<file path="src/rtl/mb_pkg.sv">
// Shared Modbus stack definitions: event code width and event code values.
// Used by the event scheduler, the poll FSM and the frame timers.
package mb_pkg;

    localparam int EVW = 2;

    typedef logic [EVW-1:0] ev_code_t;

    localparam ev_code_t EV_READY          = 2'd0;
    localparam ev_code_t EV_FRAME_RECEIVED = 2'd1;
    localparam ev_code_t EV_EXECUTE        = 2'd2;
    localparam ev_code_t EV_FRAME_SENT     = 2'd3;

endpackage

</file>
<file path="src/rtl/mb_event_sched_if.sv">
// Event scheduler bus: poster requests/acks, consumer valid/get, queue status.
// master = stack side (posters + poll FSM), slave = scheduler.
interface mb_event_sched_if
    import mb_pkg::*;
#(
    parameter int N_REQ = 4,
    parameter int DEPTH = 4
);
    localparam int CW = $clog2(DEPTH) + 1;

    logic [N_REQ-1:0]     post_req;
    logic [N_REQ*EVW-1:0] post_event;
    logic [N_REQ-1:0]     post_ack;
    logic                 flush;
    logic                 ev_valid;
    ev_code_t             ev_code;
    logic                 ev_get;
    logic [CW-1:0]        ev_count;
    logic                 overrun;

    modport master (
        output post_req, post_event, flush, ev_get,
        input  post_ack, ev_valid, ev_code, ev_count, overrun
    );

    modport slave (
        input  post_req, post_event, flush, ev_get,
        output post_ack, ev_valid, ev_code, ev_count, overrun
    );

endinterface

</file>
<file path="src/rtl/mb_rr_arbiter.sv">
// One-hot request arbiter. RR=1 searches from a rotating pointer that moves
// to one past the last winner; RR=0 is fixed priority, lowest index wins.
module mb_rr_arbiter #(
    parameter int N_REQ = 4,
    parameter bit RR    = 1'b1
) (
    input  logic             clk,
    input  logic             rst_n,
    input  logic [N_REQ-1:0] req,
    input  logic             en,
    input  logic             advance,
    output logic [N_REQ-1:0] grant
);
    localparam int PW = (N_REQ > 1) ? $clog2(N_REQ) : 1;

    logic [PW-1:0] ptr_q, ptr_d;
    logic [PW-1:0] idx;
    logic [PW-1:0] gidx;
    logic          found;

    // Pick the first asserted request at or after the search start, wrapping.
    always_comb begin
        found = 1'b0;
        gidx  = '0;
        idx   = '0;
        grant = '0;
        for (int k = 0; k < N_REQ; k++) begin
            idx = PW'((RR ? (int'(ptr_q) + k) : k) % N_REQ);
            if (!found && req[idx]) begin
                found = 1'b1;
                gidx  = idx;
            end
        end
        if (en && found) begin
            grant[gidx] = 1'b1;
        end
        ptr_d = ptr_q;
        if (advance && found && en) begin
            ptr_d = (gidx == PW'(N_REQ - 1)) ? '0 : gidx + 1'b1;
        end
    end

    // Rotating search pointer.
    always_ff @(posedge clk or negedge rst_n) begin
        if (!rst_n) begin
            ptr_q <= '0;
        end else begin
            ptr_q <= ptr_d;
        end
    end

endmodule

</file>
<file path="src/rtl/mb_event_sched.sv">
// Modbus event scheduler: arbitrates event posts into a DEPTH-entry FIFO and
// presents the oldest event to the poll FSM. Push and pop may coincide even
// when full, so a busy consumer never starves posters.
module mb_event_sched
    import mb_pkg::*;
#(
    parameter int N_REQ = 4,
    parameter int DEPTH = 4,
    parameter bit RR    = 1'b1
) (
    input  logic              clk,
    input  logic              rst_n,
    mb_event_sched_if.slave   bus
);
    localparam int AW = $clog2(DEPTH);
    localparam int CW = AW + 1;

    logic [N_REQ-1:0] grant;
    ev_code_t         push_code;
    logic             full;
    logic             arb_en;
    logic             push;
    logic             pop;
    logic             stalled;

    ev_code_t         mem_q [DEPTH];
    logic [AW-1:0]    head_q, head_d;
    logic [AW-1:0]    tail_q, tail_d;
    logic [CW-1:0]    count_q, count_d;
    logic [CW-1:0]    wait_q, wait_d;
    logic             overrun_q, overrun_d;

    // A slot is available when not full, or when the head leaves this cycle.
    // Reset gating keeps post_ack low while the block is held in reset.
    assign full    = (count_q == CW'(DEPTH));
    assign pop     = (count_q != '0) && bus.ev_get && !bus.flush;
    assign arb_en  = rst_n && !bus.flush && (!full || bus.ev_get);
    assign push    = |grant;
    assign stalled = (|bus.post_req) && full && !bus.ev_get;

    mb_rr_arbiter #(
        .N_REQ (N_REQ),
        .RR    (RR)
    ) u_arb (
        .clk     (clk),
        .rst_n   (rst_n),
        .req     (bus.post_req),
        .en      (arb_en),
        .advance (push),
        .grant   (grant)
    );

    // Select the winning poster's code; grant is one-hot so OR-ing is exact.
    always_comb begin
        push_code = EV_READY;
        for (int i = 0; i < N_REQ; i++) begin
            if (grant[i]) begin
                push_code = push_code | bus.post_event[i*EVW +: EVW];
            end
        end
    end

    // Queue pointers, occupancy and overrun detection; flush wins over push/pop.
    always_comb begin
        head_d    = head_q;
        tail_d    = tail_q;
        count_d   = count_q;
        wait_d    = wait_q;
        overrun_d = overrun_q;
        if (bus.flush) begin
            head_d    = '0;
            tail_d    = '0;
            count_d   = '0;
            wait_d    = '0;
            overrun_d = 1'b0;
        end else begin
            if (pop) begin
                head_d = head_q + 1'b1;
            end
            if (push) begin
                tail_d = tail_q + 1'b1;
            end
            if (push && !pop) begin
                count_d = count_q + 1'b1;
            end else if (pop && !push) begin
                count_d = count_q - 1'b1;
            end
            if (push) begin
                wait_d = '0;
            end else if (stalled) begin
                if (wait_q != CW'(DEPTH)) begin
                    wait_d = wait_q + 1'b1;
                end
                if (wait_q >= CW'(DEPTH - 1)) begin
                    overrun_d = 1'b1;
                end
            end
        end
    end

    // State registers.
    always_ff @(posedge clk or negedge rst_n) begin
        if (!rst_n) begin
            head_q    <= '0;
            tail_q    <= '0;
            count_q   <= '0;
            wait_q    <= '0;
            overrun_q <= 1'b0;
        end else begin
            head_q    <= head_d;
            tail_q    <= tail_d;
            count_q   <= count_d;
            wait_q    <= wait_d;
            overrun_q <= overrun_d;
        end
    end

    // Event storage, written at the tail on an accepted post.
    always_ff @(posedge clk or negedge rst_n) begin
        if (!rst_n) begin
            for (int i = 0; i < DEPTH; i++) begin
                mem_q[i] <= EV_READY;
            end
        end else if (push) begin
            mem_q[tail_q] <= push_code;
        end
    end

    assign bus.post_ack = grant;
    assign bus.ev_valid = (count_q != '0);
    assign bus.ev_code  = (count_q != '0) ? mem_q[head_q] : EV_READY;
    assign bus.ev_count = count_q;
    assign bus.overrun  = overrun_q;

endmodule

</file>
<file path="src/flat_wrapper.sv">
// flat-port wrapper written by rule: the top's interface ports become plain ports
module mb_event_sched_flat import mb_pkg::*;
#(
    parameter int N_REQ = 4,
    parameter int DEPTH = 4,
    parameter bit RR    = 1'b1
)
  (clk, rst_n, bus_post_req, bus_post_event, bus_flush, bus_ev_get, bus_post_ack, bus_ev_valid, bus_ev_code, bus_ev_count, bus_overrun);
  mb_event_sched_if #(.N_REQ(N_REQ), .DEPTH(DEPTH)) bus_i ();
  input  logic clk;
  input  logic rst_n;
  input wire logic [$bits(bus_i.post_req)-1:0] bus_post_req;
  input wire logic [$bits(bus_i.post_event)-1:0] bus_post_event;
  input wire logic [$bits(bus_i.flush)-1:0] bus_flush;
  input wire logic [$bits(bus_i.ev_get)-1:0] bus_ev_get;
  output wire logic [$bits(bus_i.post_ack)-1:0] bus_post_ack;
  output wire logic [$bits(bus_i.ev_valid)-1:0] bus_ev_valid;
  output wire logic [$bits(bus_i.ev_code)-1:0] bus_ev_code;
  output wire logic [$bits(bus_i.ev_count)-1:0] bus_ev_count;
  output wire logic [$bits(bus_i.overrun)-1:0] bus_overrun;
  assign bus_i.post_req = bus_post_req;
  assign bus_i.post_event = bus_post_event;
  assign bus_i.flush = bus_flush;
  assign bus_i.ev_get = bus_ev_get;
  assign bus_post_ack = bus_i.post_ack;
  assign bus_ev_valid = bus_i.ev_valid;
  assign bus_ev_code = bus_i.ev_code;
  assign bus_ev_count = bus_i.ev_count;
  assign bus_overrun = bus_i.overrun;
  mb_event_sched #(.N_REQ(N_REQ), .DEPTH(DEPTH), .RR(RR)) u_core (.clk(clk), .rst_n(rst_n), .bus(bus_i));
endmodule
</file>
<file path="config.mk">
export PLATFORM = sky130hd
export DESIGN_NAME = mb_event_sched_flat
export DESIGN_NICKNAME = d
export VERILOG_FILES = /design/src/rtl/mb_pkg.sv /design/src/rtl/mb_event_sched_if.sv /design/src/rtl/mb_rr_arbiter.sv /design/src/rtl/mb_event_sched.sv /design/src/flat_wrapper.sv
export SDC_FILE = /design/constraint.sdc
export NUM_CORES = 1
export LEC_CHECK = 0
export CAP_MARGIN = 10
export CORE_ASPECT_RATIO = 2
export CORE_MARGIN = 3
export CORE_UTILIZATION = 45
export CTS_CLUSTER_DIAMETER = 120
export DETAILED_ROUTE_END_ITERATION = 16
export PLACE_DENSITY = 0.71
export SYNTH_ARGS = -nofsm -noshare
export SYNTH_HDL_FRONTEND = slang
export SYNTH_SLANG_ARGS = --single-unit
</file>
<file path="constraint.sdc">
create_clock -name clk -period 4.7 [get_ports clk]
set_clock_uncertainty 0.05 [all_clocks]
set_input_delay 0.705 -clock clk [delete_from_list [all_inputs] [get_ports clk]]
set_output_delay 0.705 -clock clk [all_outputs]
set_load 0.005 [all_outputs]
</file>
==> results.json <==
{
  "drive_above_1_share_pct": 17.7,
  "drcViolationCount": 0,
  "synth_adder_area_share_pct": 11.3,
  "antenna_cells": 0,
  "numPortBuffers": 26,
  "num_vias": 1035,
  "cp_top_family": "simple AND/OR/NAND/NOR gates",
  "detail_route.wl_per_cell_um": 15.6,
  "leakagePower_nw": 0.745,
  "num-fill-cells": 259,
  "critical_path_class": "in2reg",
  "cp_data_required_time_ns": 4.80,
  "slew_headroom_pct": 44.0,
  "muxShareOfSynthArea_pct": 15.8,
  "dp.cells": 184,
  "hold_viol_final": 0,
  "grt_setup_unrepaired": "false",
  "initial_core_util_pct": 47.0,
  "grt_max_degree": 23,
  "synth_ff_type": "dfrtp_1",
  "avgSynthCellArea_um2": 10.9,
  "cp_slowest_cell": "clkdlybuf4s50_1",
  "critPathArrivalTime_ns": 4.18,
  "critPathMaxFanout": 14,
  "drt_first_pass_iters": 4,
  "viasPerCell": 5.51,
  "drv_slew": 0,
  "startpoint": "bus_post_req[1]",
  "min_from": "u_core.bus.overrun$_DFFE_PN0P_",
  "yosysTopAreaCellShare_pct": 37.6,
  "p_clk_share_pct": 16.4,
  "drtIter0Drc": 23,
  "clock_latency_ns": 0.26,
  "yosysSeqAreaShare_pct": 37.6,
  "grt_pass1_wl_um": 4840,
  "ctsRootBufferMaster": "clkbuf_8",
  "fin_nets": 187,
  "die_y_um": 84.9,
  "fin_tns_setup_ns": 0,
  "ys_types": 34,
  "hp-class": "reg2reg",
  "cts_resized": 0,
  "grt.total_usage_pct": 17.3,
  "clk_pin_slew_ns": 0.07,
  "die_x_um": 45.4,
  "yosysWarningCount": 0,
  "post_cts_buffers": 0,
  "synth_top_family_by_area": "simple AND/OR/NAND/NOR gates",
  "period_minus_slack_ns": 4.08,
  "crit_path_start_kind": "input port",
  "ys_ff_latch": 21,
  "synth_area_leaders": "dfrtp_1 38%, mux2_2 10%, ha_1 9.8%",
  "peakVddDrop_uv": 250,
  "dp_hpwl_um": 2410,
  "p_int_w": 0.000468,
  "synth-compound-area-share_pct": 10.0,
  "endpoint_kind": "flop",
  "finish.utilization_pct": 58.6,
  "drt_wl_total_um": 2940,
  "crit_buf_inv": 1,
  "drtAntennaViolNets": 0,
  "path_cells": "clkdlybuf4s50_1 -> nand2b_1 -> a21oi_1 -> a221o_1 -> or2_2 -> ha_1 -> nor4_1 -> nor4_4 -> nor2b_1 -> fa_1 -> and2_1 -> mux2i_1 -> mux2_2",
  "synth-simple-area-share_pct": 18.7,
  "die_area_mm2": 0.00385,
  "combPwrFrac_pct": 45.5,
  "grt-ovfl-total": 0,
  "place.gp.congestion": 0.750,
  "syn-instance-count": 128,
  "syn-num-nets": 156,
  "fp.coreArea_mm2": 0.00298,
  "cts_tree": "built",
  "fin_hold_ws_ns": 0.452,
  "seq_power_share_pct": 38.1,
  "swShare_pct": 34.4,
  "instances_no_fill": 188,
  "cts_hold_buf": 0,
  "post-route-period-util_pct": 86.8,
  "rows": 28,
  "cap_violations": 0,
  "synth-xor-area-share_pct": 3.13,
  "run_status": "finished clean",
  "clock_path_buffers": 2,
  "max_freq_ghz": 0.245,
  "cts_buffers": 3,
  "power.total_w": 0.000714,
  "async_flop_share_pct": 100,
  "worst_pin_slew_ns": 0.834,
  "setup_viol": 0,
  "slowest_delay_ns": 0.59,
  "synth_area_leader_cell": "dfrtp_1",
  "syn_area_mm2": 0.00140,
  "ios": 27,
  "htree_levels": 1,
  "grt_pass1_vias": 1086,
  "net-switching-power_w": 0.000246,
  "area_delta_synth_final_pct": 24.8,
  "antenna_found_initial": 0,
  "r2r_start": "u_core.u_arb.ptr_q[0]$_DFFE_PN0P_",
  "clock_sinks": 21,
  "synth-edff-count": 0,
  "power_density_mw_per_mm2": 409
}
## synthesized netlist by cell type (3+ instances only)
cell and n:
mux2_2 13, nor2_1 15, and2_1 7, ha_1 11, nor3_1 4, nand2_1 5, dfrtp_1 21, a22oi_1 4
xnor2_1 4, nand2b_1 3, nor2b_1 3, inv_1 10, mux2i_1 3
## power groups by stage
stage / registers (W) / clock network, W / logic, W
6_report: 0.000272 / 0.000117 / 0.000325
3_3_place_gp: 0.000273 / 0 / 0.000322
3_5_place_dp: 0.000275 / 0 / 0.000329
2_1_floorplan: 0.000263 / 0 / 0.000229
5_1_grt: 0.000280 / 0.000130 / 0.000367
4_1_cts: 0.000272 / 0.000123 / 0.000331
## worst paths after layout
path                                                       to  slack, ns  cells after the start
max in group asynchronous        u_core.wait_q[2]$_DFFE_PN0P_       3.65                      2
max                        u_core.bus.ev_count[2]$_DFFE_PN0P_       0.62                     13
max reg2reg                u_core.bus.ev_count[2]$_DFFE_PN0P_       1.23                     12
min reg2reg                    u_core.bus.overrun$_DFFE_PN0P_       0.45                      2
min                            u_core.bus.overrun$_DFFE_PN0P_       0.45                      2
min in group asynchronous        u_core.head_q[0]$_DFFE_PN0P_       0.73                      2
## layout by cell type, fill, tap and decap left out, types with 3 or more instances in the layout
| cell type | n |
|---|---|
| clkdlybuf4s50_1 | 26 |
| dfrtp_1 | 21 |
| nor2_1 | 15 |
| mux2_2 | 13 |
| ha_1 | 11 |
| inv_1 | 10 |
| and2_1 | 7 |
| nand2_1 | 5 |
| nor3_1 | 4 |
| a22oi_1 | 4 |
| xnor2_1 | 4 |
| nand2b_1 | 3 |
| nor2b_1 | 3 |
| mux2i_1 | 3 |
| clkbuf_8 | 3 |
## state kept, by name, summed over array words and instances (netlist names)
name / cells
u_core.bus.ev_count: 3
u_core.bus.overrun: 1
u_core.head_q: 2
u_core.mem_q: 8
u_core.tail_q: 2
u_core.u_arb.ptr_q: 2
u_core.wait_q: 3
## logic make-up after synthesis
logic type / Yosys count
AOI/OAI and AO/OA: 16
xor gates and xnor gates: 5
adders and majority gates: 12
buffers and inverters: 12
DFF: 21
muxes: 18
and+or+nand+nor: 44
## per-layer routing
metal / GRT usage [%] / up-vias / wire length [µm] / part of all wire [%]
met3: 2.55 / 9 / 120 / 4.1
met4: 8.53 / 0 / 106 / 3.6
met5: 0 / - / 0 / 0
met2: 31.3 / 30 / 1690 / 58
met1: 17.6 / 488 / 1020 / 35
li1: - / 508 / - / -
## layout make-up
type | instances | area (µm²) | area share, %
Sequential cell | 21 | 526 | 30.1
Inverter | 10 | 37.5 | 2.15
Multi-Input combinational cell | 95 | 825 | 47.2
Tap cell | 30 | 37.5 | 2.15
Timing Repair Buffer | 28 | 275 | 15.8
Clock buffer | 4 | 45.0 | 2.58
## worst min-delay path: stages, from the launching register on
cell and delay [ns]:
dfrtp_1 0.35, nor2_1 0.05, nor2_1 0.07
## metrics by stage
| step | worst slack [ns] | area [µm²] |
|---|---|---|
| 2_1_floorplan | 1.07 | 1400 |
| 3_3_place_gp | 0.420 | 1700 |
| 3_5_place_dp | 0.318 | 1700 |
| 4_1_cts | 0.612 | 1750 |
| 5_1_grt | 0.458 | 1750 |
| 6_report | 0.622 | 1750 |
Note: power is estimated with default switching activity, not from simulation.
